$ cat src/rtl/chan_mux_seq_if.sv
// Stream interface of the channel multiplexer: parallel channel words, the
// host select request, the scan launch and the registered output stream.
interface chan_mux_seq_if #(
  parameter int WIDTH = 8,
  parameter int N_CH  = 9,
  parameter int SEL_W = 5
);
  logic [N_CH*WIDTH-1:0] data_in;
  logic                  mode;
  logic [SEL_W-1:0]      sel;
  logic                  sel_valid;
  logic                  sel_ready;
  logic                  start;
  logic [WIDTH-1:0]      data_out;
  logic [SEL_W-1:0]      out_ch;
  logic                  out_valid;
  logic                  out_ready;
  logic                  busy;
  logic                  done;
  logic                  sel_err;

  // Host / upstream side.
  modport master (
    output data_in, mode, sel, sel_valid, start, out_ready,
    input  sel_ready, data_out, out_ch, out_valid, busy, done, sel_err
  );

  // Multiplexer side.
  modport slave (
    input  data_in, mode, sel, sel_valid, start, out_ready,
    output sel_ready, data_out, out_ch, out_valid, busy, done, sel_err
  );
endinterface

$ cat src/rtl/chan_mux_seq.sv
// Registered N_CH-to-1 channel multiplexer with valid/ready output. DIRECT
// mode serves one host-selected channel per request; SCAN mode streams all
// channels 0..N_CH-1 after a start pulse, optionally from a start snapshot.
module chan_mux_seq #(
  parameter int WIDTH    = 8,
  parameter int N_CH     = 9,
  parameter int SEL_W    = 5,
  parameter bit SNAPSHOT = 1'b1
) (
  input  logic          clk,
  input  logic          rst_n,
  chan_mux_seq_if.slave bus
);

  typedef enum logic [1:0] {IDLE, SCAN, DRAIN} state_e;

  localparam logic [SEL_W:0]   N_CH_EXT = (SEL_W+1)'(N_CH);
  localparam logic [SEL_W-1:0] LAST_CH  = SEL_W'(N_CH - 1);

  state_e           state_q, state_d;
  logic [SEL_W-1:0] idx_q, idx_d;
  logic [WIDTH-1:0] snap_q [N_CH];
  logic [WIDTH-1:0] snap_d [N_CH];
  logic [WIDTH-1:0] live_w [N_CH];
  logic [WIDTH-1:0] data_out_q, data_out_d;
  logic [SEL_W-1:0] out_ch_q, out_ch_d;
  logic             out_valid_q, out_valid_d;
  logic             busy_q, busy_d;
  logic             done_q, done_d;
  logic             sel_err_q, sel_err_d;
  logic             slot_free;
  logic             sel_ready_w;
  logic [WIDTH-1:0] sel_word;
  logic [WIDTH-1:0] scan_word;

  // Output register can take a new word when empty or being drained now.
  assign slot_free = !out_valid_q || bus.out_ready;

  // Unpack the flat channel bus and pick the DIRECT and SCAN words by compare,
  // so out-of-range select codes simply match nothing.
  always_comb begin
    sel_word  = '0;
    scan_word = '0;
    for (int k = 0; k < N_CH; k++) begin
      live_w[k] = bus.data_in[k*WIDTH +: WIDTH];
      if (bus.sel == SEL_W'(k)) sel_word = live_w[k];
      if (idx_q == SEL_W'(k))   scan_word = SNAPSHOT ? snap_q[k] : live_w[k];
    end
  end

  // Next-state, output-slot and handshake logic.
  always_comb begin
    // NOTE: every signal gets a default before any branch, so no path leaves
    // one unassigned and no latch is inferred.
    state_d     = state_q;
    idx_d       = idx_q;
    snap_d      = snap_q;
    data_out_d  = data_out_q;
    out_ch_d    = out_ch_q;
    out_valid_d = out_valid_q && !bus.out_ready;
    done_d      = 1'b0;
    sel_err_d   = 1'b0;
    sel_ready_w = 1'b0;

    unique case (state_q)
      IDLE: begin
        if (bus.mode) begin
          if (bus.start) begin
            state_d = SCAN;
            idx_d   = '0;
            if (SNAPSHOT) snap_d = live_w;
          end
        end else begin
          // Held low during reset so every output reads 0 while rst_n is low.
          sel_ready_w = slot_free && rst_n;
          if (bus.sel_valid && slot_free) begin
            if ({1'b0, bus.sel} < N_CH_EXT) begin
              data_out_d  = sel_word;
              out_ch_d    = bus.sel;
              out_valid_d = 1'b1;
            end else begin
              sel_err_d = 1'b1;
            end
          end
        end
      end
      SCAN: begin
        if (slot_free) begin
          data_out_d  = scan_word;
          out_ch_d    = idx_q;
          out_valid_d = 1'b1;
          if (idx_q == LAST_CH) state_d = DRAIN;
          else                  idx_d   = idx_q + 1'b1;
        end
      end
      DRAIN: begin
        // Only the last channel's word can still be in the slot here.
        if (out_valid_q && bus.out_ready) begin
          done_d  = 1'b1;
          state_d = IDLE;
        end
      end
      default: state_d = IDLE;
    endcase

    busy_d = (state_d != IDLE);
  end

  // State, index, snapshot and output registers.
  always_ff @(posedge clk or negedge rst_n) begin
    if (!rst_n) begin
      state_q     <= IDLE;
      idx_q       <= '0;
      // NOTE: the snapshot array is small and must read as 0 after reset, so
      // it is reset like ordinary flops rather than left as an unreset memory.
      for (int k = 0; k < N_CH; k++) snap_q[k] <= '0;
      data_out_q  <= '0;
      out_ch_q    <= '0;
      out_valid_q <= 1'b0;
      busy_q      <= 1'b0;
      done_q      <= 1'b0;
      sel_err_q   <= 1'b0;
    end else begin
      // NOTE: non-blocking assignments, so every flop samples the values
      // computed before this edge regardless of statement order.
      state_q     <= state_d;
      idx_q       <= idx_d;
      snap_q      <= snap_d;
      data_out_q  <= data_out_d;
      out_ch_q    <= out_ch_d;
      out_valid_q <= out_valid_d;
      busy_q      <= busy_d;
      done_q      <= done_d;
      sel_err_q   <= sel_err_d;
    end
  end

  assign bus.sel_ready = sel_ready_w;
  assign bus.data_out  = data_out_q;
  assign bus.out_ch    = out_ch_q;
  assign bus.out_valid = out_valid_q;
  assign bus.busy      = busy_q;
  assign bus.done      = done_q;
  assign bus.sel_err   = sel_err_q;

endmodule

$ cat src/flat_wrapper.sv
// flat-port wrapper written by rule: the top's interface ports become plain ports
module chan_mux_seq_flat 
#(
  parameter int WIDTH    = 8,
  parameter int N_CH     = 9,
  parameter int SEL_W    = 5,
  parameter bit SNAPSHOT = 1'b1
)
  (clk, rst_n, bus_data_in, bus_mode, bus_sel, bus_sel_valid, bus_start, bus_out_ready, bus_sel_ready, bus_data_out, bus_out_ch, bus_out_valid, bus_busy, bus_done, bus_sel_err);
  chan_mux_seq_if #(.WIDTH(WIDTH), .N_CH(N_CH), .SEL_W(SEL_W)) bus_i ();
  input  logic clk;
  input  logic rst_n;
  input wire logic [$bits(bus_i.data_in)-1:0] bus_data_in;
  input wire logic [$bits(bus_i.mode)-1:0] bus_mode;
  input wire logic [$bits(bus_i.sel)-1:0] bus_sel;
  input wire logic [$bits(bus_i.sel_valid)-1:0] bus_sel_valid;
  input wire logic [$bits(bus_i.start)-1:0] bus_start;
  input wire logic [$bits(bus_i.out_ready)-1:0] bus_out_ready;
  output wire logic [$bits(bus_i.sel_ready)-1:0] bus_sel_ready;
  output wire logic [$bits(bus_i.data_out)-1:0] bus_data_out;
  output wire logic [$bits(bus_i.out_ch)-1:0] bus_out_ch;
  output wire logic [$bits(bus_i.out_valid)-1:0] bus_out_valid;
  output wire logic [$bits(bus_i.busy)-1:0] bus_busy;
  output wire logic [$bits(bus_i.done)-1:0] bus_done;
  output wire logic [$bits(bus_i.sel_err)-1:0] bus_sel_err;
  assign bus_i.data_in = bus_data_in;
  assign bus_i.mode = bus_mode;
  assign bus_i.sel = bus_sel;
  assign bus_i.sel_valid = bus_sel_valid;
  assign bus_i.start = bus_start;
  assign bus_i.out_ready = bus_out_ready;
  assign bus_sel_ready = bus_i.sel_ready;
  assign bus_data_out = bus_i.data_out;
  assign bus_out_ch = bus_i.out_ch;
  assign bus_out_valid = bus_i.out_valid;
  assign bus_busy = bus_i.busy;
  assign bus_done = bus_i.done;
  assign bus_sel_err = bus_i.sel_err;
  chan_mux_seq #(.WIDTH(WIDTH), .N_CH(N_CH), .SEL_W(SEL_W), .SNAPSHOT(SNAPSHOT)) u_core (.clk(clk), .rst_n(rst_n), .bus(bus_i));
endmodule
$ cat config.mk
export PLATFORM = sky130hd
export DESIGN_NAME = chan_mux_seq_flat
export DESIGN_NICKNAME = d
export VERILOG_FILES = /design/src/rtl/chan_mux_seq_if.sv /design/src/rtl/chan_mux_seq.sv /design/src/flat_wrapper.sv
export SDC_FILE = /design/constraint.sdc
export NUM_CORES = 1
export LEC_CHECK = 0
export CORE_ASPECT_RATIO = 0.9
export CORE_UTILIZATION = 40
export CTS_CLUSTER_SIZE = 10
export DETAILED_ROUTE_END_ITERATION = 8
export DONT_BUFFER_PORTS = 1
export HOLD_SLACK_MARGIN = 0.08
export PLACE_DENSITY = 0.61
export SETUP_SLACK_MARGIN = 0.4
export SYNTH_ARGS = -nofsm -noshare
export SYNTH_HDL_FRONTEND = slang
export SYNTH_SLANG_ARGS = --single-unit
$ cat constraint.sdc
create_clock -name clk -period 2 [get_ports clk]
set_input_delay 0.2 -clock clk [delete_from_list [all_inputs] [get_ports clk]]
set_output_delay 0.2 -clock clk [all_outputs]
set_load 0.01 [all_outputs]
* After elaboration in Yosys (flattened, before gate mapping)
Cells that the tools add are included.
** Word-level totals
- Output and inout bits :: 18
- Register bits :: 96
- Bits in latches :: 0
- Bits in writable memories :: 0
- Input bits :: 83
- Word-level logic and storage cells :: 111
- Memory bits (read-only) :: 0
- Memories :: 0
** Operators by class
- Shift operators :: 0
- Multiplexer cells :: 52
- Reductions and logical operators :: 15
- Add/subtract/negate cells :: 1
- Equality and inequality tests :: 25
- Bitwise operators :: 0
- Magnitude comparators :: 1
- Divide/modulo/power cells :: 0
- Multiply operators :: 0
** Operator list (number)
- $mux 8 :: 22
- $eq 5x3->1 const B :: 8
- $mux 5 :: 8
- $eq 5x2->1 const B :: 4
- $pmux 5 s2 :: 2
- $pmux 8 s2 :: 1
- $mux 1 :: 12
- $eq 5x1->1 const B :: 2
- $eq 5x4->1 const B :: 2
- $logic_not 5->1 :: 2
- $mux 2 :: 5
- $reduce_and 5->1 :: 2
- $ne 2x2->1 const B :: 4
- $ne 2x1->1 const B :: 3
- $pmux 2 s3 :: 1
- $add 5x1->5 const B :: 1
- $lt 5x4->1 const B :: 1
- $logic_and 1x1->1 :: 4
- $reduce_bool 2->1 :: 2
- $reduce_and 3->1 :: 1
- $eq 2x1->1 const B :: 1
- $eq 2x2->1 const B :: 1
- $logic_not 1->1 :: 2
- $logic_not 2->1 :: 1
- 2 further kinds :: 2

* Depth between registers and ports, before layout
- Depth after elaboration :: 14
- Depth in mapped cells :: 9
- Gate-level depth less buffers :: 7

* Least setup slack after synthesis
OpenSTA, ideal clock, no wires.
- Path kind :: reg-to-reg
- Start point :: register u_core.idx_q[0]
- End point :: register u_core.data_out_q[0] (netlist: u_core.bus.data_out[0])
- Data arrival time :: 1.911 ns
- Stages on the path, launching flop included :: 9
- Buffers on the path :: 2
- Data required time :: 1.874 ns
- Clock period less this slack :: 2.037 ns
- Setup slack :: -0.037 ns
- Setup time :: 0.126 ns
- Cell sequence :: dfrtp_1 inv_1 ha_1 clkbuf_1 clkbuf_1 nand3_1 o211ai_1 a31oi_1 a221o_1
** Between the ends
- Longest elaborated chain between the ends :: 12
- Elaborated cells between the ends (all ways) :: 20
- Classes of those cells :: eq/ne (8); mux (11); reduce/logical (1)
** RTL lines
- start: declaration :: RTL line chan_mux_seq.sv:21 : logic [SEL_W-1:0] idx_q, idx_d;
- start signal: assignment :: RTL line chan_mux_seq.sv:127 : idx_q <= idx_d;
- $logic_not 5->1 :: RTL line chan_mux_seq.sv:47 : if (idx_q == SEL_W'(k)) scan_word = SNAPSHOT ? snap_q[k] : live_w[k];
- $mux 8 (8 in a row) :: RTL line chan_mux_seq.sv:47
- $mux 8 * :: RTL line chan_mux_seq.sv:47
- $mux 8 * :: RTL line chan_mux_seq.sv:88 : if (slot_free) begin
- $pmux 8 s2 * :: RTL line chan_mux_seq.sv:65 : unique case (state_q)
- end signal: assignment :: RTL line chan_mux_seq.sv:129 : data_out_q <= data_out_d;
- end: declaration :: RTL line chan_mux_seq.sv:25 : logic [WIDTH-1:0] data_out_q, data_out_d;
Every way passes the cells marked *; elsewhere a longest branch is shown, timed or not. The select of a mux whose other input is x is not followed.
A chain may end at the register's enable or synchronous reset.

* Final worst setup path
- Start point :: register u_core.idx_q[1]
- End point :: register u_core.data_out_q[6] (netlist: u_core.bus.data_out[6])
The elaborated chain is that of the path after synthesis.

==> impl_results.html <==
<table>
<tr><th>Metric</th><th>Value</th></tr>
<tr><th colspan="2">Critical path</th></tr>
<tr><td>WP data required</td><td>~2200 ps</td></tr>
<tr><td>Setup crit end kind</td><td>register</td></tr>
<tr><td>Register-to-register setup slack</td><td>-6 ps</td></tr>
<tr><td>Arrival time reported for the critical path endpoint</td><td>roughly 2200 ps</td></tr>
<tr><td>Highest fanout seen on the critical path</td><td>6</td></tr>
<tr><td>Type of the worst setup path</td><td>reg -&gt; reg</td></tr>
<tr><td>Nature of the critical path startpoint</td><td>register</td></tr>
<tr><th colspan="2">Global routing</th></tr>
<tr><td>Initial antenna violation count</td><td>0</td></tr>
<tr><td>GRT Util Overall</td><td>0.2939</td></tr>
<tr><td>Pin count of the biggest net entering global routing</td><td>a little under 100</td></tr>
<tr><td>Global-route wire length before repair</td><td>roughly 31000 um</td></tr>
<tr><td>Via count of the first global-routing pass</td><td>5290</td></tr>
<tr><td>Remaining global-route overflow</td><td>0</td></tr>
<tr><th colspan="2">Floorplan</th></tr>
<tr><td>Vertical die dimension</td><td>113.1 um</td></tr>
<tr><td>Effective utilization at floorplan</td><td>0.4108</td></tr>
<tr><td>Die Outline Area</td><td>0.01420 mm^2</td></tr>
<tr><td>Die outline width</td><td>125.5 um</td></tr>
<tr><td>Std-Cell Rows</td><td>40</td></tr>
<tr><td>Core area</td><td>0.01336 mm^2</td></tr>
<tr><td>Top-level port count</td><td>~100</td></tr>
<tr><th colspan="2">Clocking</th></tr>
<tr><td>Cts bufs inserted</td><td>9</td></tr>
<tr><td>Number of H-tree levels</td><td>3</td></tr>
<tr><td>Clk sink count</td><td>96</td></tr>
<tr><td>TritonCTS clock tree</td><td>done</td></tr>
<tr><td>Clk buf depth</td><td>2</td></tr>
<tr><td>Cell at the root of the clock tree</td><td>clkbuf_16</td></tr>
<tr><td>Clock latency at the later pin of the worst-skew pair</td><td>360 ps</td></tr>
<tr><td>Hold-fix buffer count after cts</td><td>74</td></tr>
<tr><td>Clock transition time at the flip-flop clock pins of the worst setup and hold paths</td><td>70 ps</td></tr>
<tr><th colspan="2">Finish</th></tr>
<tr><td>Commonest non-fill, non-tap cell in the layout</td><td>dfrtp_1</td></tr>
<tr><td>Area Overhead vs Synth</td><td>49.17%</td></tr>
<tr><td>Share of final-layout standard cells stronger than drive strength 1</td><td>0.4012</td></tr>
<tr><td>Filler cells</td><td>approximately 1100</td></tr>
<tr><td>Non-filler cells in the finished layout</td><td>841</td></tr>
<tr><td>Number of antenna diodes</td><td>0</td></tr>
<tr><td>Net total in the final layout</td><td>755</td></tr>
<tr><td>Leading cell types in the layout, fill and taps excluded</td><td>dfrtp_1, dlygate4sd3_1, buf_4, mux2_2, mux2_4</td></tr>
<tr><td>Final design instance area without fill</td><td>0.008188 mm^2</td></tr>
<tr><th colspan="2">STA</th></tr>
<tr><td>Layout Skew</td><td>6.329 ps</td></tr>
<tr><td>Setup WS post-layout</td><td>-5.930 ps</td></tr>
<tr><td>Final critical delay including setup and external delays</td><td>2006 ps</td></tr>
<tr><td>Final slew viol count</td><td>0</td></tr>
<tr><td>Peak Freq</td><td>between 400 and 500 MHz</td></tr>
<tr><td>Worst slack on hold paths</td><td>-461.5 ps</td></tr>
<tr><td>Hold Violations, Final</td><td>96</td></tr>
<tr><td>Fin crit share</td><td>1.003</td></tr>
<tr><td>Finish-stage setup viols</td><td>1</td></tr>
<tr><td>Setup repair after global routing missed its margin</td><td>true</td></tr>
<tr><td>Actual slew at the worst max-slew pin</td><td>485.6 ps</td></tr>
<tr><td>Max-Slew Margin vs Limit</td><td>0.6763</td></tr>
<tr><th colspan="2">Synth</th></tr>
<tr><td>Fraction of registers with async set or reset after synthesis</td><td>1.000</td></tr>
<tr><td>Nets in the synthesized netlist</td><td>between 600 and 700</td></tr>
<tr><td>Mapped cell area</td><td>0.005489 mm^2</td></tr>
<tr><td>Dominant register cell in the synthesized netlist</td><td>dfrtp_1</td></tr>
<tr><td>Unique cell type count in the Yosys netlist</td><td>69</td></tr>
<tr><td>Synthesized netlist cell count</td><td>521</td></tr>
<tr><td>Warnings, synthesis</td><td>0</td></tr>
<tr><td>Sequential fraction of the synthesis area</td><td>0.4377</td></tr>
<tr><td>Number of storage elements in the synthesis netlist</td><td>96</td></tr>
<tr><td>Average cell area after synthesis</td><td>10.54 um^2</td></tr>
<tr><td>Count of flip-flops with a built-in enable after synthesis</td><td>0</td></tr>
<tr><th colspan="2">Drt</th></tr>
<tr><td>TritonRoute pass-1 iters</td><td>7</td></tr>
<tr><td>Met1 Wirelength</td><td>8744 um</td></tr>
<tr><td>Via total after detailed routing</td><td>5243</td></tr>
<tr><td>Total met3 wirelength after detailed routing</td><td>2047 um</td></tr>
<tr><td>DRC viols</td><td>9</td></tr>
<tr><td>Number of routed nets with antenna violations</td><td>0</td></tr>
<tr><td>Number of DRC markers in iteration 0</td><td>487</td></tr>
<tr><td>Average wire per cell in the routed design</td><td>25.67 um</td></tr>
<tr><td>Highest metal layer with signal wires</td><td>met4</td></tr>
<tr><td>Met2 Wirelength</td><td>9924 um</td></tr>
<tr><td>Via density</td><td>between 6 and 7</td></tr>
<tr><td>Detailed Route WL</td><td>21590 um</td></tr>
<tr><th colspan="2">Placement</th></tr>
<tr><td># placed instances</td><td>704</td></tr>
<tr><td>DP Area</td><td>around 0.0061 mm^2</td></tr>
<tr><td>Final Wtd Congestion</td><td>0.8832</td></tr>
<tr><td>Placed wire-length estimate after detailed placement</td><td>13480 um</td></tr>
<tr><td>Port buffer count</td><td>0</td></tr>
<tr><th colspan="2">Pwr</th></tr>
<tr><td>Power Dens Cells</td><td>528.4 mW/mm^2</td></tr>
<tr><td>Maximum vdd ir drop</td><td>about 0.0004 V</td></tr>
<tr><td>Lkg Pwr</td><td>approximately 3.5 nW</td></tr>
<tr><th colspan="2">Run status</th></tr>
<tr><td>Violations in the final reports</td><td>design-rule violations, negative hold slack, negative setup slack</td></tr>
<tr><td>Status</td><td>finished, violations left</td></tr>
<tr><th colspan="2">Hold path</th></tr>
<tr><td>Worst hold path class</td><td>in -&gt; async</td></tr>
<tr><th colspan="2">Run</th></tr>
<tr><td>Max-capacitance violation count</td><td>0</td></tr>
</table>
==> final cells by class <==
| cell class | count | area [um^2] | area share |
|---|---|---|---|
| Clock buffer | 13 | 250.2 | 0.03056 |
| Clock inverter | 3 | 65.06 | 0.007946 |
| Inverter | 12 | 52.55 | 0.006418 |
| Multi-Input combinational cell | 374 | 3405 | 0.4158 |
| Sequential cell | 96 | 2411 | 0.2945 |
| Tap cell | 168 | 210.2 | 0.02567 |
| Timing Repair Buffer | 175 | 1794 | 0.2191 |
==> report_power, final <==
part / switching, W / internal (W)
clock network: 0.000758 / 0.00113
logic: 0.000140 / 0.000229
registers: 0.0000607 / 0.00201
==> synth_stat cells, types with 4 or more instances <==
| cell | instances | area (um^2) |
|---|---|---|
| a32oi_1 | 5 | 43.79 |
| inv_1 | 12 | 45.04 |
| mux2_2 | 73 | 822.0 |
| nor2b_1 | 11 | 68.82 |
| nand3_1 | 8 | 40.04 |
| nor3_1 | 14 | 70.07 |
| a22oi_1 | 4 | 30.03 |
| a21o_1 | 4 | 30.03 |
| o21ai_1 | 6 | 30.03 |
| a221o_1 | 11 | 110.1 |
| o221ai_1 | 5 | 43.79 |
| clkbuf_1 | 20 | 75.07 |
| o211ai_1 | 10 | 75.07 |
| a21oi_1 | 26 | 130.1 |
| buf_1 | 6 | 22.52 |
| nand2_1 | 23 | 86.33 |
| buf_2 | 9 | 45.04 |
| o21ai_0 | 25 | 125.1 |
| nand2b_1 | 15 | 93.84 |
| nand4_1 | 4 | 25.02 |
| a2111oi_0 | 5 | 43.79 |
| nor2_1 | 25 | 93.84 |
| a211oi_2 | 5 | 62.56 |
| o22ai_1 | 11 | 68.82 |
| ha_1 | 4 | 50.05 |
| dfrtp_1 | 96 | 2402 |
| mux2i_1 | 12 | 120.1 |
==> final timing paths <==
path / startpoint / endpoint / cells past startpoint
min: rst_n / u_core.snap_q[70] / 0
max: u_core.idx_q[1] / u_core.bus.data_out[6] / 8
min in group clk: bus_sel[4] / u_core.bus.out_ch[4] / 2
max reg2reg: u_core.idx_q[1] / u_core.bus.data_out[6] / 8
min reg2reg: u_core.snap_q[12] / u_core.snap_q[12] / 1
max in group asynchronous: rst_n / u_core.snap_q[27] / 0
==> flip-flops by register name, summed over array words and instances (netlist names) <==
signal and flops:
u_core.snap_q 72, u_core.bus.data_out 8, u_core.bus.out_ch 5, u_core.idx_q 5, u_core.state_q 2, u_core.bus.busy 1, u_core.bus.done 1, u_core.bus.out_valid 1
u_core.bus.sel_err 1
==> through the flow <==
step	TNS, ps	hold slack (ps)	util	total power, W	setup WS (ps)
4_1_cts	0	-469.9	0.5639	0.004315	108.9
5_1_grt	-241.4	-477.4	0.6127	0.004445	-59.68
3_5_place_dp	-205.4	-92.11	0.4564	0.002321	-102.1
2_1_floorplan	0	-95.59	-	0.002259	229.6
6_report	-5.930	-461.5	0.6127	0.004327	-5.930
3_3_place_gp	-77.79	-89.60	0.4564	0.002316	-44.39
==> routing by layer <==
metal / vias to the layer above / GRT usage
li1: 2267 / -
met1: 2611 / 0.3927
met2: 308 / 0.4463
met3: 57 / 0.08605
met4: 0 / 0.1195
met5: - / 0
==> critical path, cell delays in order, from the launching register on <==
cell      delay, ps
dfrtp_2         440
buf_6           130
ha_4            170
buf_6           130
buf_6           120
and3_4          140
a311o_1         400
a211oi_2        250
o22ai_1         100
==> repair_timing <==
| action | 4_1_cts | 5_1_grt |
|---|---|---|
| setup endpoints to repair | 64 | 93 |
| gates resized for setup | 44 | 73 |
| gates cloned | 2 | 8 |
| hold endpoints to repair | 173 | 96 |
| buffers inserted | 15 | 22 |
| pin swaps | 16 | 33 |
==> cells by family after synthesis <==
logic type                 after synthesis  synth area share
AOI/OAI and AO/OA                      144            0.1871
xor gates and xnor gates                 3          0.004788
adders and majority gates                4          0.009118
buffers and inverters                   51           0.04171
DFF                                     96            0.4377
muxes                                   86            0.1757
and+or+nand+nor                        137            0.1438
(Power assumes the default switching activity.)
